--- src/rtl/i2s_receiver.sv ---
// I2S receiver for the PCM9211 link: synchronises bclk/lrclk/data into the clk domain
// and delivers left/right sample pairs with a one-clock valid strobe.
module i2s_receiver #(
   parameter int DATA_BITS   = 24,
   parameter int SYNC_STAGES = 2
) (
   input  logic                 clk,
   input  logic                 reset_n,
   input  logic                 enable,
   input  logic                 i2s_bclk,
   input  logic                 i2s_lrclk,
   input  logic                 i2s_d,
   input  logic                 clr_err,
   output logic [DATA_BITS-1:0] left_data,
   output logic [DATA_BITS-1:0] right_data,
   output logic                 sample_valid,
   output logic                 frame_err
);

   typedef enum logic [1:0] {
      WAIT_SYNC,
      LEFT,
      RIGHT
   } state_t;

   localparam logic [DATA_BITS-1:0] MSB_ONE = {1'b1, {(DATA_BITS-1){1'b0}}};

   logic [1:0]             rst_pipe;
   logic                   rst_int_n;
   logic [SYNC_STAGES-1:0] bclk_sync;
   logic [SYNC_STAGES-1:0] lrclk_sync;
   logic [SYNC_STAGES-1:0] d_sync;
   logic                   bclk_s;
   logic                   bclk_q;
   logic                   rise_a;
   logic                   lr_a;
   logic                   d_a;
   logic                   rise_b;
   logic                   lr_prev;
   logic                   change_b;
   logic                   lr_b;
   logic                   d_b;
   state_t                 state;
   logic [5:0]             bit_cnt;
   logic [DATA_BITS-1:0]   shreg;
   logic [DATA_BITS-1:0]   left_hold;
   logic [DATA_BITS-1:0]   bit_mask;
   logic [DATA_BITS-1:0]   word_next;
   logic                   short_word;
   logic                   err_set;

   // Reset asserts asynchronously but is released on a clk edge
   always_ff @(posedge clk or negedge reset_n) begin
      if (!reset_n) begin
         rst_pipe <= 2'b00;
      end else begin
         rst_pipe <= {rst_pipe[0], 1'b1};
      end
   end

   assign rst_int_n = rst_pipe[1];

   always_ff @(posedge clk or negedge rst_int_n) begin
      if (!rst_int_n) begin
         bclk_sync  <= '0;
         lrclk_sync <= '0;
         d_sync     <= '0;
      end else begin
         bclk_sync  <= {bclk_sync[SYNC_STAGES-2:0], i2s_bclk};
         lrclk_sync <= {lrclk_sync[SYNC_STAGES-2:0], i2s_lrclk};
         d_sync     <= {d_sync[SYNC_STAGES-2:0], i2s_d};
      end
   end

   assign bclk_s = bclk_sync[SYNC_STAGES-1];

   // lrclk and data share the bclk synchroniser depth, so they line up with the detected edge
   always_ff @(posedge clk or negedge rst_int_n) begin
      if (!rst_int_n) begin
         bclk_q <= 1'b0;
         rise_a <= 1'b0;
         lr_a   <= 1'b0;
         d_a    <= 1'b0;
      end else begin
         bclk_q <= bclk_s;
         rise_a <= bclk_s & ~bclk_q;
         if (bclk_s & ~bclk_q) begin
            lr_a <= lrclk_sync[SYNC_STAGES-1];
            d_a  <= d_sync[SYNC_STAGES-1];
         end
      end
   end

   always_ff @(posedge clk or negedge rst_int_n) begin
      if (!rst_int_n) begin
         rise_b   <= 1'b0;
         lr_prev  <= 1'b0;
         change_b <= 1'b0;
         lr_b     <= 1'b0;
         d_b      <= 1'b0;
      end else begin
         rise_b <= rise_a;
         if (rise_a) begin
            lr_prev  <= lr_a;
            change_b <= lr_a ^ lr_prev;
            lr_b     <= lr_a;
            d_b      <= d_a;
         end
      end
   end

   // The bit on a change edge is the LSB of the word just ending (one-bit I2S delay)
   always_comb begin
      bit_mask   = MSB_ONE >> bit_cnt;
      word_next  = d_b ? (shreg | bit_mask) : shreg;
      short_word = {26'd0, bit_cnt} < 32'(DATA_BITS - 1);
      err_set    = enable & rise_b & change_b & (state != WAIT_SYNC) & short_word;
   end

   always_ff @(posedge clk or negedge rst_int_n) begin
      if (!rst_int_n) begin
         state        <= WAIT_SYNC;
         bit_cnt      <= 6'd0;
         shreg        <= '0;
         left_hold    <= '0;
         left_data    <= '0;
         right_data   <= '0;
         sample_valid <= 1'b0;
      end else begin
         sample_valid <= 1'b0;
         if (!enable) begin
            state   <= WAIT_SYNC;
            bit_cnt <= 6'd0;
            shreg   <= '0;
         end else if (rise_b) begin
            if (change_b) begin
               bit_cnt <= 6'd0;
               shreg   <= '0;
               case (state)
                  WAIT_SYNC: begin
                     if (!lr_b) state <= LEFT;
                  end
                  LEFT: begin
                     if (lr_b) begin
                        state     <= RIGHT;
                        left_hold <= word_next;
                     end
                  end
                  RIGHT: begin
                     if (!lr_b) begin
                        state        <= LEFT;
                        left_data    <= left_hold;
                        right_data   <= word_next;
                        sample_valid <= 1'b1;
                     end
                  end
                  default: state <= WAIT_SYNC;
               endcase
            end else begin
               if (bit_cnt != 6'd63) bit_cnt <= bit_cnt + 6'd1;
               shreg <= word_next;
            end
         end
      end
   end

   // Setting the error takes priority over a simultaneous clear
   always_ff @(posedge clk or negedge rst_int_n) begin
      if (!rst_int_n) begin
         frame_err <= 1'b0;
      end else if (err_set) begin
         frame_err <= 1'b1;
      end else if (clr_err && enable) begin
         frame_err <= 1'b0;
      end
   end

endmodule
--- config.mk ---
export PLATFORM = sky130hd
export DESIGN_NAME = i2s_receiver
export DESIGN_NICKNAME = d
export VERILOG_FILES = /design/src/rtl/i2s_receiver.sv
export SDC_FILE = /design/constraint.sdc
export NUM_CORES = 1
export LEC_CHECK = 0
export BUFFER_PORTS_ARGS = -buffer_cell sky130_fd_sc_hd__buf_4
export CAP_MARGIN = 20
export CORE_UTILIZATION = 25
export DETAILED_ROUTE_END_ITERATION = 8
export RECOVER_POWER = 100
export SLEW_MARGIN = 20
export SYNTH_ARGS = -nofsm -noshare
export SYNTH_HDL_FRONTEND = slang
export SYNTH_SLANG_ARGS = --single-unit
--- constraint.sdc ---
create_clock -name clk -period 10.5 [get_ports clk]
set_clock_uncertainty 0.05 [all_clocks]
set_input_delay 2.1 -clock clk [delete_from_list [all_inputs] [get_ports clk]]
set_output_delay 2.1 -clock clk [all_outputs]
set_load 0.02 [all_outputs]
==> metrics.md, run 1 <==
| Metric | Value |
|---|---|
| Tmin final | 5500 ps |
| Setup slack at placement | around 5900 ps |
| Leakage power figure | 2.92 nW |
| Post-CTS setup buffer count | 0 |
| Setup repair after global routing missed its margin | false |
| Post-synth top flop | dfrtp_1 |
| Layout net count | between 400 and 500 |
| Family with the most delay on the worst path | simple AND/OR/NAND/NOR gates |
| R2r setup slk | 5100 ps |
| Rel. slew slack | -185% |
| Status | finished with violations |
| Via count | just over 3000 |
| Share of post-route cells with drive strength above 1 | a little under a quarter |
| Antenna violations before repair | 0 |
| Core ar. | roughly 20000 um^2 |
| Worst setup slack after layout | 5000 ps |
| Kind of capture point of the worst setup path | flop |
| Failing checks | capacitance limit, slew limit |
| Vias per cell | ~4.4 |
| Count of antenna diodes in the layout | 0 |
| Number of flops mapped to enable cells by yosys | 0 |
| Buf+Inv Stages, Crit Path | 2 |
| Row Count | 51 |
| Min Hold Slack | about 300 ps |
| Clock transition time at the flip-flop clock pins of the worst setup and hold paths | about 50 ps |
| Post-route antenna net violation count | 0 |
| Cell with the most instances on the worst path | clkbuf_1 |
| Kind of start point of the critical path | input port |
| Worst slew pin tran | 4270 ps |
| Clk_lat worst skew | ~400 ps |
| Nets in the synthesized netlist | 375 |
| Number of clock buffers inserted by TritonCTS | 17 |
| Number of clock sinks seen by CTS | roughly 120 |
| FFs w/ async S/R, synth | 100% |
| IO Pins | 57 |
| Max-cap check violation count | 4 |
| Global-route total usage across every layer | roughly 11% |
| CTS resizes | 0 |
| Slew Viols, Final | roughly 150 |
| Biggest area consumer among synthesized cells | dfrtp_1 |
| Worst-path maximum fanout | 29 |
| Max rail drop VDD | roughly 120 uV |
| Die Y | around 140 um |
| Initial drt markers | between 200 and 250 |
| Initial Util | around a quarter |
| Share of the synthesized area in the top cell type | approximately three fifths |
| Number of standard cells after synthesis | approximately 360 |
| Average detailed-routed wire length per instance | between 10 and 15 um |
| Setup TNS | 0 ps |
| Fmax | around 180 MHz |
| Type of the worst setup path | in2reg |
| Synthesis-to-finish area growth | 20.4% |
| Area of the die | 20400 um^2 |
| Global route overflow | 0 |
| Pre-antenna DRT Iters | 5 |
| Area of the mapped netlist | a little under 5000 um^2 |
| Utilization after layout | slightly above 30% |
| Setup-failing EPs final | 0 |
| Share of the cycle needed by the critical path after routing | 52.4% |
| Endpoints failing hold | 0 |
| Placed wire-length estimate after detailed placement | 6.91 mm |
| Buffers on Ports | 56 |
| WP data required | about 11000 ps |
| Crit path arrival time | about 5700 ps |
| Highest cell delay on the worst timing path | roughly 1300 ps |
| Number of flip-flops and latches in the synthesized netlist | ~120 |
| Hold-fix buffer count after cts | 0 |
| List of most frequent post-synthesis cells | dfrtp_1, mux2_2, a21o_1, nor2_1, a31oi_1 |
| Pwr per Cell Area | ~180 nW/um^2 |
| Pin count of the biggest net entering global routing | 85 |
| Clk root buf | clkbuf_16 |
| RD Place Congestion | between 0.8 and 0.9 |
| Wire length reported by the detailed router | roughly 10 mm |
| Global-route wire length before repair | about 17 mm |
| Filler Cells Inserted | 1996 |
| Biggest area contributors in the synthesized netlist | dfrtp_1, mux2_2, a21o_1 |
| Htree depth | 4 |
| Die Width | 143 um |
| Sequential cell area fraction in the yosys report | 61.5% |
| Most used standard cell by instance count after synthesis | dfrtp_1 |
| Maximum clock insertion buffer count | 2 |
| Sequence of cells on the critical path | clkbuf_1 > nand3_1 > nor3b_1 > clkbuf_1 > mux2_2 |
| Count of synthesis-stage warnings from yosys | 0 |
| Kind of path behind the tightest hold check | reg2reg |
| Slowest-stage cell, CP | nor3b_1 |
| Via count of the first global-routing pass | around 3300 |
| Post-detailed-route DRC marker count | 0 |
| Clock tree from TritonCTS | yes |
| Number of distinct library cell variants in the gate-level netlist after synthesis | between 40 and 50 |
| Average cell area after synthesis | ~14 um^2 |
## state kept, by name, summed over array words and instances (netlist names), 2 cells and up
name / cells
d_sync: 2
rst_pipe: 2
left_data: 24
left_hold: 24
bclk_sync: 2
shreg: 24
state: 2
bit_cnt: 6
right_data: 24
lrclk_sync: 2
## layer usage
| layer | part of all wire, % | track usage, % | vias up |
|---|---|---|---|
| li1 | - | - | 1414 |
| met1 | 46 | 13.7 | 1560 |
| met2 | 49 | 17.5 | 55 |
| met3 | 4.9 | 3.59 | 8 |
| met4 | 0.83 | 3.90 | 0 |
| met5 | 0 | 0 | - |
## kinds of logic (layout without fill, tap and decap cells)
family	after synthesis	after routing	synth area share, %
flops	122	122	61.5
other cells	1	1	0.0756
compound gates	72	72	10.2
buf+inv	29	98	2.97
mux	74	74	16.7
xor+xnor	1	1	0.176
simple gates	57	57	6.88
fa+ha+maj	6	6	1.51
## stage by stage
stage	area, um^2	cells	total power [mW]
floorplan	4960	362	0.535
global placement	5630	664	0.551
detailed placement	5630	664	0.554
CTS	6200	695	1.10
global route	5970	696	1.13
finish	5970	696	1.09
## power by group
group | internal, mW | switching (mW) | leakage, nW
sequential | 0.482 | 0.0138 | 1.65
combinational | 0.0155 | 0.0298 | 0.994
clock | 0.353 | 0.191 | 0.278
total | 0.851 | 0.234 | 2.92
## final timing paths
check | start | to | depth (start not counted)
hold reg to reg | bclk_sync[0]$_DFF_PN0_ | bclk_sync[1]$_DFF_PN0_ | 0
max in group asynchronous | rst_pipe[1]$_DFF_PN0_ | bit_cnt[2]$_DFFE_PN0P_ | 1
setup reg to reg | rst_pipe[1]$_DFF_PN0_ | bit_cnt[2]$_DFFE_PN0P_ | 1
hold / removal | bclk_sync[0]$_DFF_PN0_ | bclk_sync[1]$_DFF_PN0_ | 0
min in group asynchronous | rst_pipe[1]$_DFF_PN0_ | left_data[15]$_DFFE_PN0P_ | 0
setup / recovery | enable | right_data[0]$_DFFE_PN0P_ | 5
## cells in the final DEF (no fill, tap or decap), drive strengths merged, types with 2 or more instances in the layout
cell type	count
nand2	9
a211oi	3
a21boi	2
nand3b	2
o21ai	5
clkinv	4
mux2	70
o22ai	2
nor2	21
dfrtp	122
inv	7
nor2b	7
a21o	21
clkinvlp	2
and3b	2
a31oi	18
a21oi	7
mux2i	4
o31ai	3
and4b	2
nand3	2
a32o	2
buf	2
clkbuf	82
a22o	4
ha	6
and2	4
## final cells by class
type                       instances  area (um^2)  share of cell area [%]
clock inverter                     7         65.1                    1.09
sequential                       122         3050                    51.1
tap                              265          332                    5.55
clock buffer                      24          502                    8.40
timing repair buffer              60          244                    4.08
inverter                           7         26.3                   0.440
multi-input combinational        211         1750                    29.3
(Power assumes the default switching activity.)
==> run 2, diff against run 1 <==
- clock period: 10.5 -> 5.7 ns (I/O delays scaled with it)
==> run 2 against run 1 <==
Effect of this change: the flow still finishes with violations (capacitance limit, slew limit); final cell count is 0.14% higher; critical path depth is 1 higher; die area stayed put; register-to-register slack worse by 3000 ps; global-route usage is 0.28 points lower; via count is 0.92% lower; design area hardly changed.
==> metrics.md, run 2 (same netlist as run 1, synthesis figures left out) <==
| Metric | Value |
|---|---|
| Setup TNS | 0 ps |
| Worst setup slack after layout | a little over 2000 ps |
| Setup-failing EPs final | 0 |
| Critical R2R Capture | left_hold[22]$_DFFE_PN0P_ |
| RD Place Congestion | 0.816 |
| Highest-count cells in the layout ignoring fill and taps | dfrtp_1, mux2_2, clkbuf_1, nor2_1, a21o_1 |
| Global-route total usage across every layer | between 10% and 20% |
| Core ar. | approximately 19000 um^2 |
| Relative contribution of sequential cells to total power | 46.6% |
| Kind of capture point of the worst setup path | flop |
| Average detailed-routed wire length per instance | about 14 um |
| Worst-path maximum fanout | 29 |
| Pwr per Cell Area | between 300 and 400 nW/um^2 |
| Net switching share of the total power | between 20% and 30% |
| Rel. slew slack | -77.0% |
| Post-route antenna net violation count | 0 |
| Maximum clock insertion buffer count | 2 |
| Via count of the first global-routing pass | 3126 |
| Post-CTS setup buffer count | 0 |
| Wire length reported by the detailed router | a little under 10 mm |
| Cell count after placement | around 660 |
| IO Pins | 57 |
| Row Count | between 50 and 60 |
| Initial drt markers | 156 |
| Status | finished with violations |
| WP data required | ~5900 ps |
| Max rail drop VDD | approximately 190 uV |
| Total design power | just under 2 mW |
| Clock transition time at the flip-flop clock pins of the worst setup and hold paths | 50 ps |
| Initial Util | roughly 26% |
| Launch instance of the worst register-to-register path | rst_pipe[1]$_DFF_PN0_ |
| Vias per cell | approximately 4.3 |
| Number of clock buffers inserted by TritonCTS | 17 |
| Endpoints failing hold | 0 |
| Proportion of power drawn by the clock network | 49.3% |
| Synthesis-to-finish area growth | 20.3% |
| Pin count of the biggest net entering global routing | a little under 70 |
| Worst hold path stage count | 0 |
| Int Pwr | 1.52 mW |
| Area of the die | around 20000 um^2 |
| Leakage power figure | roughly 2.9 nW |
| Pre-antenna DRT Iters | 4 |
| Placed wire-length estimate after detailed placement | around 6.7 mm |
| Setup repair after global routing missed its margin | false |
| R2r setup slk | 2130 ps |
| Layout net count | roughly 430 |
| Worst Reg2Reg Path Length in Cells | 1 |
| Max-cap check violation count | 2 |
| Clock tree from TritonCTS | yes |
| Share of post-route cells with drive strength above 1 | 24.5% |
| Kind of start point of the critical path | input port |
| Clk_lat worst skew | ~400 ps |
| Hold-fix buffer count after cts | 0 |
| Htree depth | 4 |
| Number of clock sinks seen by CTS | between 100 and 150 |
| Crit path arrival time | 3890 ps |
| End point of the most critical hold path | bclk_sync[1]$_DFF_PN0_ |
| Via count | 3009 |
| Slew Viols, Final | 91 |
| Antenna violations before repair | 0 |
| Buffers on Ports | between 50 and 60 |
| Global-route wire length before repair | 16.7 mm |
| Setup slack at placement | approximately 2100 ps |
| CTS resizes | 0 |
| Share of the cycle needed by the critical path after routing | ~64% |
| Kind of path behind the tightest hold check | reg2reg |
| Post-detailed-route DRC marker count | 0 |
| Filler Cells Inserted | roughly 2000 |
| Die Width | between 100 and 150 um |
| Clk root buf | clkbuf_16 |
| Most common cell after layout, fill and taps aside | dfrtp_1 |
| Net load switching power | about 0.45 mW |
| Global route overflow | 0 |
| Utilization after layout | a little under a third |
| Count of antenna diodes in the layout | 0 |
| Fmax | about 270 MHz |
| Share of power burned in combinational logic | just over 4% |
| Type of the worst setup path | in2reg |
| Number of non-filler instances in the completed layout | approximately 700 |
| Worst slew pin tran | 2660 ps |
| Die Y | 143 um |
| Startpoint of the most critical hold path | bclk_sync[0]$_DFF_PN0_ |
| Tmin final | around 3700 ps |
| Failing checks | capacitance limit, slew limit |
run 2: critical path, stage by stage:
cell and delay (ps):
clkbuf_1 300, nand3_1 360, nor3b_4 650, clkbuf_1 560, buf_4 470, mux2_2 390
run 2: worst max path at each step:
stage | start | endpoint | slack [ps] | depth (start not counted)
2_1_floorplan | rst_pipe[1]$_DFF_PN0_ | bclk_q$_DFF_PN0_ | 2000 | 0
3_3_place_gp | enable | right_data[4]$_DFFE_PN0P_ | 2240 | 5
3_5_place_dp | enable | right_data[0]$_DFFE_PN0P_ | 2080 | 5
4_1_cts | enable | right_data[0]$_DFFE_PN0P_ | 2520 | 5
5_1_grt | rst_pipe[1]$_DFF_PN0_ | bit_cnt[5]$_DFFE_PN0P_ | 1360 | 1
6_report | enable | right_data[0]$_DFFE_PN0P_ | 2040 | 6
run 2: metrics by stage:
step / cell area (um^2) / hold slack, ps
floorplan: 4960 / 281
global placement: 5630 / 286
detailed placement: 5630 / 286
CTS: 6180 / 298
global route: 5970 / 306
finish: 5970 / 295
run 2: layer usage:
layer,part of all wire [%],track usage [%]
met1,49,14.0
met2,45,16.4
met3,5.2,3.39
met4,0.51,3.79
met5,0,0
run 2: final cells by class:
cell class | instances | area, um^2 | area share, %
repair buffers | 60 | 249 | 4.17
multi-input cells | 211 | 1760 | 29.5
well taps | 265 | 332 | 5.55
clock buffers | 20 | 447 | 7.48
flip-flops and latches | 122 | 3050 | 51.1
inverters | 7 | 26.3 | 0.440
clock inverters | 12 | 101 | 1.70
run 2: power by group through the flow:
| stage | sequential, mW | combinational, mW | clock (mW) |
|---|---|---|---|
| final | 0.918 | 0.0803 | 0.972 |
| after global routing | 0.922 | 0.0900 | 1.04 |
| after detailed placement | 0.934 | 0.0858 | 0 |
| after floorplan | 0.932 | 0.0542 | 0 |
| after CTS | 0.919 | 0.0860 | 0.998 |
| after global placement | 0.932 | 0.0832 | 0 |
